--- src/rtl/alu_sequencer_if.sv ---
// Command/result handshake bundle between a command source and alu_sequencer.
// The master drives commands and consumes results; the slave is the sequencer.
interface alu_sequencer_if #(
  parameter int unsigned DATA_W = 8
);
  localparam int unsigned FUNCT_W = 4;

  logic                 cmd_valid;
  logic                 cmd_ready;
  logic [FUNCT_W-1:0]   cmd_funct;
  logic                 cmd_use_acc;
  logic [DATA_W-1:0]    cmd_a;
  logic [DATA_W-1:0]    cmd_b;
  logic                 res_valid;
  logic                 res_ready;
  logic [DATA_W-1:0]    res_data;
  logic                 res_carry;
  logic                 res_overflow;
  logic                 res_err;

  modport master (
    output cmd_valid, cmd_funct, cmd_use_acc, cmd_a, cmd_b, res_ready,
    input  cmd_ready, res_valid, res_data, res_carry, res_overflow, res_err
  );

  modport slave (
    input  cmd_valid, cmd_funct, cmd_use_acc, cmd_a, cmd_b, res_ready,
    output cmd_ready, res_valid, res_data, res_carry, res_overflow, res_err
  );
endinterface

--- src/rtl/alu_sequencer.sv ---
// Control stage for the 8-bit ALU: owns the ALU state register, operand registers,
// accumulator and result buffer. Optional perf counters under ALU_SEQ_PERF_EN.
module alu_sequencer #(
  parameter int unsigned DATA_W     = 8,
  parameter int unsigned PERF_CNT_W = 16
) (
  input  logic                  clk,
  input  logic                  rst_n,
  alu_sequencer_if.slave        bus,
  input  logic                  err_clr,
  output logic [3:0]            alu_funct,
  output logic [DATA_W-1:0]     alu_a,
  output logic [DATA_W-1:0]     alu_b,
  output logic [1:0]            alu_state,
  input  logic [DATA_W-1:0]     alu_out,
  input  logic                  alu_carry,
  input  logic                  alu_overflow,
  output logic [DATA_W-1:0]     acc_value
`ifdef ALU_SEQ_PERF_EN
  ,
  output logic [PERF_CNT_W-1:0] perf_ops,
  output logic [PERF_CNT_W-1:0] perf_errs
`endif
);

  localparam int unsigned FUNCT_W = 4;
  localparam int unsigned STATE_W = 2;

  typedef enum logic [STATE_W-1:0] {
    ST_READY = 2'd0,
    ST_ARITH = 2'd1,
    ST_LOGIC = 2'd2,
    ST_ERROR = 2'd3
  } state_e;

  state_e              state_q, state_d;
  logic [FUNCT_W-1:0]  funct_q, funct_d;
  logic [DATA_W-1:0]   a_q, a_d, b_q, b_d;
  logic [DATA_W-1:0]   acc_q, acc_d;
  logic                res_valid_q, res_valid_d;
  logic [DATA_W-1:0]   res_data_q, res_data_d;
  logic                res_carry_q, res_carry_d;
  logic                res_ovf_q, res_ovf_d;
  logic                res_err_q, res_err_d;

  logic                drain_c, cmd_ready_c, accept_c;
  logic                carry_sel_c, ovf_sel_c, fault_c;

  // A result slot is free when empty or being consumed this cycle
  assign drain_c     = !res_valid_q || bus.res_ready;
  assign cmd_ready_c = (state_q == ST_READY) && drain_c && rst_n;
  assign accept_c    = bus.cmd_valid && cmd_ready_c;

  // Only the flag that belongs to the op class counts: overflow for 0/1, carry for 2/3
  assign carry_sel_c = funct_q[1] & alu_carry;
  assign ovf_sel_c   = ~funct_q[1] & alu_overflow;
  assign fault_c     = carry_sel_c | ovf_sel_c;

  always_comb begin
    state_d     = state_q;
    funct_d     = funct_q;
    a_d         = a_q;
    b_d         = b_q;
    acc_d       = acc_q;
    res_valid_d = res_valid_q;
    res_data_d  = res_data_q;
    res_carry_d = res_carry_q;
    res_ovf_d   = res_ovf_q;
    res_err_d   = res_err_q;

    if (res_valid_q && bus.res_ready) begin
      res_valid_d = 1'b0;
    end

    case (state_q)
      ST_READY: begin
        if (accept_c) begin
          funct_d = bus.cmd_funct;
          a_d     = bus.cmd_use_acc ? acc_q : bus.cmd_a;
          b_d     = bus.cmd_b;
          if (bus.cmd_funct[3]) begin
            // Illegal function: result is produced immediately, ALU is not consulted
            state_d     = ST_ERROR;
            res_valid_d = 1'b1;
            res_data_d  = '0;
            res_carry_d = 1'b0;
            res_ovf_d   = 1'b0;
            res_err_d   = 1'b1;
          end else if (bus.cmd_funct[2]) begin
            state_d = ST_LOGIC;
          end else begin
            state_d = ST_ARITH;
          end
        end
      end
      ST_ARITH: begin
        res_valid_d = 1'b1;
        res_data_d  = alu_out;
        res_carry_d = carry_sel_c;
        res_ovf_d   = ovf_sel_c;
        res_err_d   = fault_c;
        if (fault_c) begin
          state_d = ST_ERROR;
        end else begin
          acc_d   = alu_out;
          state_d = ST_READY;
        end
      end
      ST_LOGIC: begin
        res_valid_d = 1'b1;
        res_data_d  = alu_out;
        res_carry_d = 1'b0;
        res_ovf_d   = 1'b0;
        res_err_d   = 1'b0;
        acc_d       = alu_out;
        state_d     = ST_READY;
      end
      ST_ERROR: begin
        if (err_clr && drain_c) begin
          state_d = ST_READY;
        end
      end
      default: begin
        state_d = ST_READY;
      end
    endcase
  end

  always_ff @(posedge clk or negedge rst_n) begin
    if (!rst_n) begin
      state_q     <= ST_READY;
      funct_q     <= '0;
      a_q         <= '0;
      b_q         <= '0;
      acc_q       <= '0;
      res_valid_q <= 1'b0;
      res_data_q  <= '0;
      res_carry_q <= 1'b0;
      res_ovf_q   <= 1'b0;
      res_err_q   <= 1'b0;
    end else begin
      state_q     <= state_d;
      funct_q     <= funct_d;
      a_q         <= a_d;
      b_q         <= b_d;
      acc_q       <= acc_d;
      res_valid_q <= res_valid_d;
      res_data_q  <= res_data_d;
      res_carry_q <= res_carry_d;
      res_ovf_q   <= res_ovf_d;
      res_err_q   <= res_err_d;
    end
  end

  assign bus.cmd_ready    = cmd_ready_c;
  assign bus.res_valid    = res_valid_q;
  assign bus.res_data     = res_data_q;
  assign bus.res_carry    = res_carry_q;
  assign bus.res_overflow = res_ovf_q;
  assign bus.res_err      = res_err_q;
  assign alu_funct        = funct_q;
  assign alu_a            = a_q;
  assign alu_b            = b_q;
  assign alu_state        = state_q;
  assign acc_value        = acc_q;

`ifdef ALU_SEQ_PERF_EN
  logic                  res_load_c;
  logic [PERF_CNT_W-1:0] perf_ops_q, perf_errs_q;

  // Every result load is an issued result, including the direct illegal-funct load
  assign res_load_c = (state_q == ST_ARITH) || (state_q == ST_LOGIC) ||
                      (accept_c && bus.cmd_funct[3]);

  always_ff @(posedge clk or negedge rst_n) begin
    if (!rst_n) begin
      perf_ops_q  <= '0;
      perf_errs_q <= '0;
    end else if (res_load_c) begin
      if (perf_ops_q != '1) begin
        perf_ops_q <= perf_ops_q + PERF_CNT_W'(1);
      end
      if (res_err_d && (perf_errs_q != '1)) begin
        perf_errs_q <= perf_errs_q + PERF_CNT_W'(1);
      end
    end
  end

  assign perf_ops  = perf_ops_q;
  assign perf_errs = perf_errs_q;
`endif

endmodule

--- src/flat_wrapper.sv ---
// flat-port wrapper written by rule: the top's interface ports become plain ports
module alu_sequencer_flat 
#(
  parameter int unsigned DATA_W     = 8,
  parameter int unsigned PERF_CNT_W = 16
)
  (clk, rst_n, err_clr, alu_funct, alu_a, alu_b, alu_state, alu_out, alu_carry, alu_overflow, acc_value, bus_cmd_valid, bus_cmd_funct, bus_cmd_use_acc, bus_cmd_a, bus_cmd_b, bus_res_ready, bus_cmd_ready, bus_res_valid, bus_res_data, bus_res_carry, bus_res_overflow, bus_res_err);
  alu_sequencer_if #(.DATA_W(DATA_W)) bus_i ();
  input  logic clk;
  input  logic rst_n;
  input  logic err_clr;
  output logic [3:0] alu_funct;
  output logic [DATA_W-1:0] alu_a;
  output logic [DATA_W-1:0] alu_b;
  output logic [1:0] alu_state;
  input  logic [DATA_W-1:0] alu_out;
  input  logic alu_carry;
  input  logic alu_overflow;
  output logic [DATA_W-1:0] acc_value;
  input wire logic [$bits(bus_i.cmd_valid)-1:0] bus_cmd_valid;
  input wire logic [$bits(bus_i.cmd_funct)-1:0] bus_cmd_funct;
  input wire logic [$bits(bus_i.cmd_use_acc)-1:0] bus_cmd_use_acc;
  input wire logic [$bits(bus_i.cmd_a)-1:0] bus_cmd_a;
  input wire logic [$bits(bus_i.cmd_b)-1:0] bus_cmd_b;
  input wire logic [$bits(bus_i.res_ready)-1:0] bus_res_ready;
  output wire logic [$bits(bus_i.cmd_ready)-1:0] bus_cmd_ready;
  output wire logic [$bits(bus_i.res_valid)-1:0] bus_res_valid;
  output wire logic [$bits(bus_i.res_data)-1:0] bus_res_data;
  output wire logic [$bits(bus_i.res_carry)-1:0] bus_res_carry;
  output wire logic [$bits(bus_i.res_overflow)-1:0] bus_res_overflow;
  output wire logic [$bits(bus_i.res_err)-1:0] bus_res_err;
  assign bus_i.cmd_valid = bus_cmd_valid;
  assign bus_i.cmd_funct = bus_cmd_funct;
  assign bus_i.cmd_use_acc = bus_cmd_use_acc;
  assign bus_i.cmd_a = bus_cmd_a;
  assign bus_i.cmd_b = bus_cmd_b;
  assign bus_i.res_ready = bus_res_ready;
  assign bus_cmd_ready = bus_i.cmd_ready;
  assign bus_res_valid = bus_i.res_valid;
  assign bus_res_data = bus_i.res_data;
  assign bus_res_carry = bus_i.res_carry;
  assign bus_res_overflow = bus_i.res_overflow;
  assign bus_res_err = bus_i.res_err;
  alu_sequencer #(.DATA_W(DATA_W), .PERF_CNT_W(PERF_CNT_W)) u_core (.clk(clk), .rst_n(rst_n), .bus(bus_i), .err_clr(err_clr), .alu_funct(alu_funct), .alu_a(alu_a), .alu_b(alu_b), .alu_state(alu_state), .alu_out(alu_out), .alu_carry(alu_carry), .alu_overflow(alu_overflow), .acc_value(acc_value));
endmodule
--- config.mk ---
export PLATFORM = sky130hd
export DESIGN_NAME = alu_sequencer_flat
export DESIGN_NICKNAME = d
export VERILOG_FILES = /design/src/rtl/alu_sequencer_if.sv /design/src/rtl/alu_sequencer.sv /design/src/flat_wrapper.sv
export SDC_FILE = /design/constraint.sdc
export NUM_CORES = 1
export LEC_CHECK = 0
export CAP_MARGIN = 20
export CORE_ASPECT_RATIO = 1.2
export CORE_MARGIN = 2
export CORE_UTILIZATION = 25
export CTS_CLUSTER_SIZE = 14
export DETAILED_ROUTE_END_ITERATION = 8
export PLACE_DENSITY = 0.54
export SYNTH_ARGS = -nofsm -noshare
export SYNTH_HDL_FRONTEND = slang
export SYNTH_SLANG_ARGS = --single-unit
--- constraint.sdc ---
create_clock -name clk -period 2.6 [get_ports clk]
set_input_delay 0.65 -clock clk [delete_from_list [all_inputs] [get_ports clk]]
set_output_delay 0.65 -clock clk [all_outputs]
set_load 0.02 [all_outputs]
==> metrics <==
outcome=completed; most frequent cell after synthesis=sky130_fd_sc_hd__dfrtp_1; category of the worst setup path launch point=primary input; post-synthesis sequential element count=between 40 and 50; worst reg2reg endpoint=u_core.alu_b[5]; delay contributed by the slowest stage of the critical path=0.46 ns; sink count of the clock tree=42; cts bufs inserted=5; worst ir drop on vdd=0.455 mV; net switching fraction of the power=0.387; CP endpoint kind=output pin; antenna diode count=0; cell-by-cell listing of the critical path=clkdlybuf4s50_1, nand2b_4, and3_1, dlygate4sd2_1; fmax=0.427 GHz; instance area at placement=2750 sq um; summed instance area of the synthesized netlist=1880 sq um; number of H-tree branching levels=2; clk_lat worst skew=approximately 0.3 ns; max-slew violation count=0; Placeable Area=between 7000 and 8000 sq um; net count after synthesis=192; placed cells=317; origin of the critical flop-to-flop path=u_core.alu_state[1]; Layout Area Growth over Synthesis=51.2%; unrepaired setup endpoints after global routing=false; Synth area leader=sky130_fd_sc_hd__dfrtp_1; Clock Tree Buf Depth=2; type of the most critical hold path=in -> async; full die area=8240 sq um; largest net degree at the start of global routing=32; Worst-path clk slew=approximately 0.090 ns; final critical-path share of the clock period=0.900; arrival time worst endpoint=1.69 ns; Initial Utilization=0.259; complex-gate fraction of the synthesized area=0.0765; Worst EP required=1.95 ns; proportion of synthesized flip-flops having asynchronous set or reset=1.00; # DRC=0; global-route usage over all layers=0.106; Synth Area in Simple Gates=0.0858; combinational group share of total power=0.560; post-synthesis share of cell area spent on full adders, half adders and majority gates=0.0266; via count=around 1400; Chip Height=approximately 99 um; final-report hold violation count=0; slowest CP cell=sky130_fd_sc_hd__clkdlybuf4s50_1; net switching power figure=between 1 and 1.5 mW; hold slack final=0.336 ns; root buf cell=sky130_fd_sc_hd__clkbuf_8; drt initial violations=41; io pins=79; FF-to-FF path depth=4; dominant combinational cell family by area after synthesis=multiplexers; part of the power in the clock network=0.120; fraction of the yosys area taken by sequential cells=0.559; critical path type=in -> out; gate count of the mapped netlist=152; Max-cap violations=0; final cell count without fillers=325; flop2flop setup slack=roughly 0.90 ns; Max-slew headroom=0.678; most frequently used flop master after synthesis=sky130_fd_sc_hd__dfrtp_1; sum of overflow across all layers after global routing=0; Detailed Route WL=4370 um; post-synthesis mux area share=0.198; TritonCTS clock tree=built; biggest fanout along the worst timing path=2; Power per Cell Area=around 1300 nW/um^2; count of flip-flops with a built-in enable after synthesis=0; GP Congestion=approximately 0.74; # Post-CTS Setup Buffers=0; Flop pwr share=0.320; setup-violating endpoint count in the final report=0; share of the synthesized area in the top cell type=0.559; kind of cell with the highest combined delay on the critical path=buffers and inverters; Row Count=34; Synth cell types=25; Total Nets Final=274; number of search-and-repair iterations in the first detailed-routing pass=4; post-route design area=2840 sq um; static leakage=about 1.2 nW; mean number of vias per cell=4.27; layout cells sized above 1=0.170; DRT antenna net count=0; beginning of the critical path=bus_res_ready; HPWL reported at the end of detailed placement=around 3300 um; Die W=83.2 um; Port-buffer cells=between 70 and 80; via count of the first global-routing pass=1390; cell internal power dissipation=around 2.2 mW; sum of buffers and inverters on the critical path=2; xor-xnor portion of the synthesized cell area=0; antenna violations before repair=0; global-route wire length before repair=between 6000 and 7000 um; transition at the pin with the smallest max-transition slack=0.482 ns; warnings from Yosys=0; routed wirelength normalized by instance count=13.4 um; Clock Skew=~0.011 ns; Tmin final=2.34 ns; top cells by instance count after synthesis=sky130_fd_sc_hd__dfrtp_1, sky130_fd_sc_hd__inv_1, sky130_fd_sc_hd__mux2_2; Synth area leaders=sky130_fd_sc_hd__dfrtp_1, sky130_fd_sc_hd__mux2_2, sky130_fd_sc_hd__mux2_4, sky130_fd_sc_hd__mux2i_1, sky130_fd_sc_hd__inv_1; mean instance size in the synthesized netlist=12.4 sq um
-- stage by stage --
| stage | TNS (ns) | total power, mW | util | worst slack [ns] |
|---|---|---|---|---|
| floorplan | 0 | 2.41 | - | 0.912 |
| finish | 0 | 3.67 | 0.391 | 0.260 |
| detailed placement | -0.0250 | 3.28 | 0.378 | -0.0250 |
| global route | 0 | 3.92 | 0.391 | 0.208 |
| CTS | 0 | 3.73 | 0.391 | 0.246 |
| global placement | -0.00563 | 3.25 | 0.378 | -0.00563 |
-- worst reg2reg max path: stages, from the launching register on --
cell and delay (ns):
sky130_fd_sc_hd__dfrtp_1 0.42, sky130_fd_sc_hd__inv_1 0.11, sky130_fd_sc_hd__ha_1 0.21, sky130_fd_sc_hd__and4_4 0.46, sky130_fd_sc_hd__mux2_2 0.38
-- registers in the layout, indices dropped and copies added (netlist names) --
signal	count
u_core.acc_value	8
u_core.alu_a	8
u_core.alu_b	8
u_core.bus.res_data	8
u_core.bus.res_carry	1
u_core.bus.res_valid	1
u_core.bus.res_overflow	1
u_core.bus.res_err	1
u_core.alu_funct	4
u_core.alu_state	2
-- cell families after synthesis --
| logic type | after synthesis |
|---|---|
| buffers and inverters | 21 |
| AND/OR/NAND/NOR | 28 |
| flip-flops | 42 |
| multiplexers | 31 |
| adder cells (fa/ha/maj) | 4 |
| AO/OA/AOI/OAI | 26 |
-- power by group through the flow --
stage / clock network (mW) / registers [mW] / logic, mW
after floorplan: 0 / 1.54 / 0.864
after global placement: 0 / 1.19 / 2.07
after detailed placement: 0 / 1.19 / 2.08
after CTS: 0.462 / 1.18 / 2.09
after global routing: 0.485 / 1.23 / 2.21
final: 0.439 / 1.17 / 2.06
-- cells in the final DEF, fill, tap and decap left out, types with 2 or more instances in the layout --
cell	synthesis	routed
sky130_fd_sc_hd__nand2_4	2	2
sky130_fd_sc_hd__clkdlybuf4s50_1	0	76
sky130_fd_sc_hd__mux2_2	14	14
sky130_fd_sc_hd__a31oi_1	3	3
sky130_fd_sc_hd__nor2_1	10	10
sky130_fd_sc_hd__o21ai_0	10	10
sky130_fd_sc_hd__buf_4	2	4
sky130_fd_sc_hd__mux2_4	9	9
sky130_fd_sc_hd__a21oi_1	10	10
sky130_fd_sc_hd__clkbuf_8	0	6
sky130_fd_sc_hd__nand3_1	9	9
sky130_fd_sc_hd__mux2i_1	8	8
sky130_fd_sc_hd__dfrtp_1	42	42
sky130_fd_sc_hd__ha_1	4	4
sky130_fd_sc_hd__inv_1	14	14
-- timing repair --
action,4_1_cts,5_1_grt
endpoints found under the hold margin,0,0
endpoints found under the setup margin,1,0
hold buffers,0,0
resized for setup,1,0
-- per-layer routing --
| metal | routed length, um | global-route usage |
|---|---|---|
| met5 | 0 | 0 |
| met4 | 73 | 0.0416 |
| met3 | 297 | 0.0343 |
| met2 | 2100 | 0.170 |
| met1 | 1900 | 0.134 |
-- area by class of cell --
| type | count | area [sq um] |
|---|---|---|
| clock buffers | 6 | 82.6 |
| clock inverters | 2 | 12.5 |
| fillers | 732 | 4430 |
| inverters | 14 | 52.6 |
| multi-input cells | 89 | 728 |
| flip-flops and latches | 42 | 1050 |
| well taps | 90 | 113 |
| repair buffers | 82 | 805 |
-- worst max path at each step --
| stage | to | slack (ns) | cells past startpoint |
|---|---|---|---|
| after floorplan | bus_cmd_ready | 0.91 | 2 |
| after CTS | bus_cmd_ready | 0.25 | 4 |
| after detailed placement | bus_cmd_ready | -0.03 | 4 |
| final | bus_cmd_ready | 0.26 | 4 |
| after global routing | bus_cmd_ready | 0.21 | 4 |
| after global placement | bus_cmd_ready | -0.006 | 4 |
Note: power is estimated with default switching activity, not from simulation.
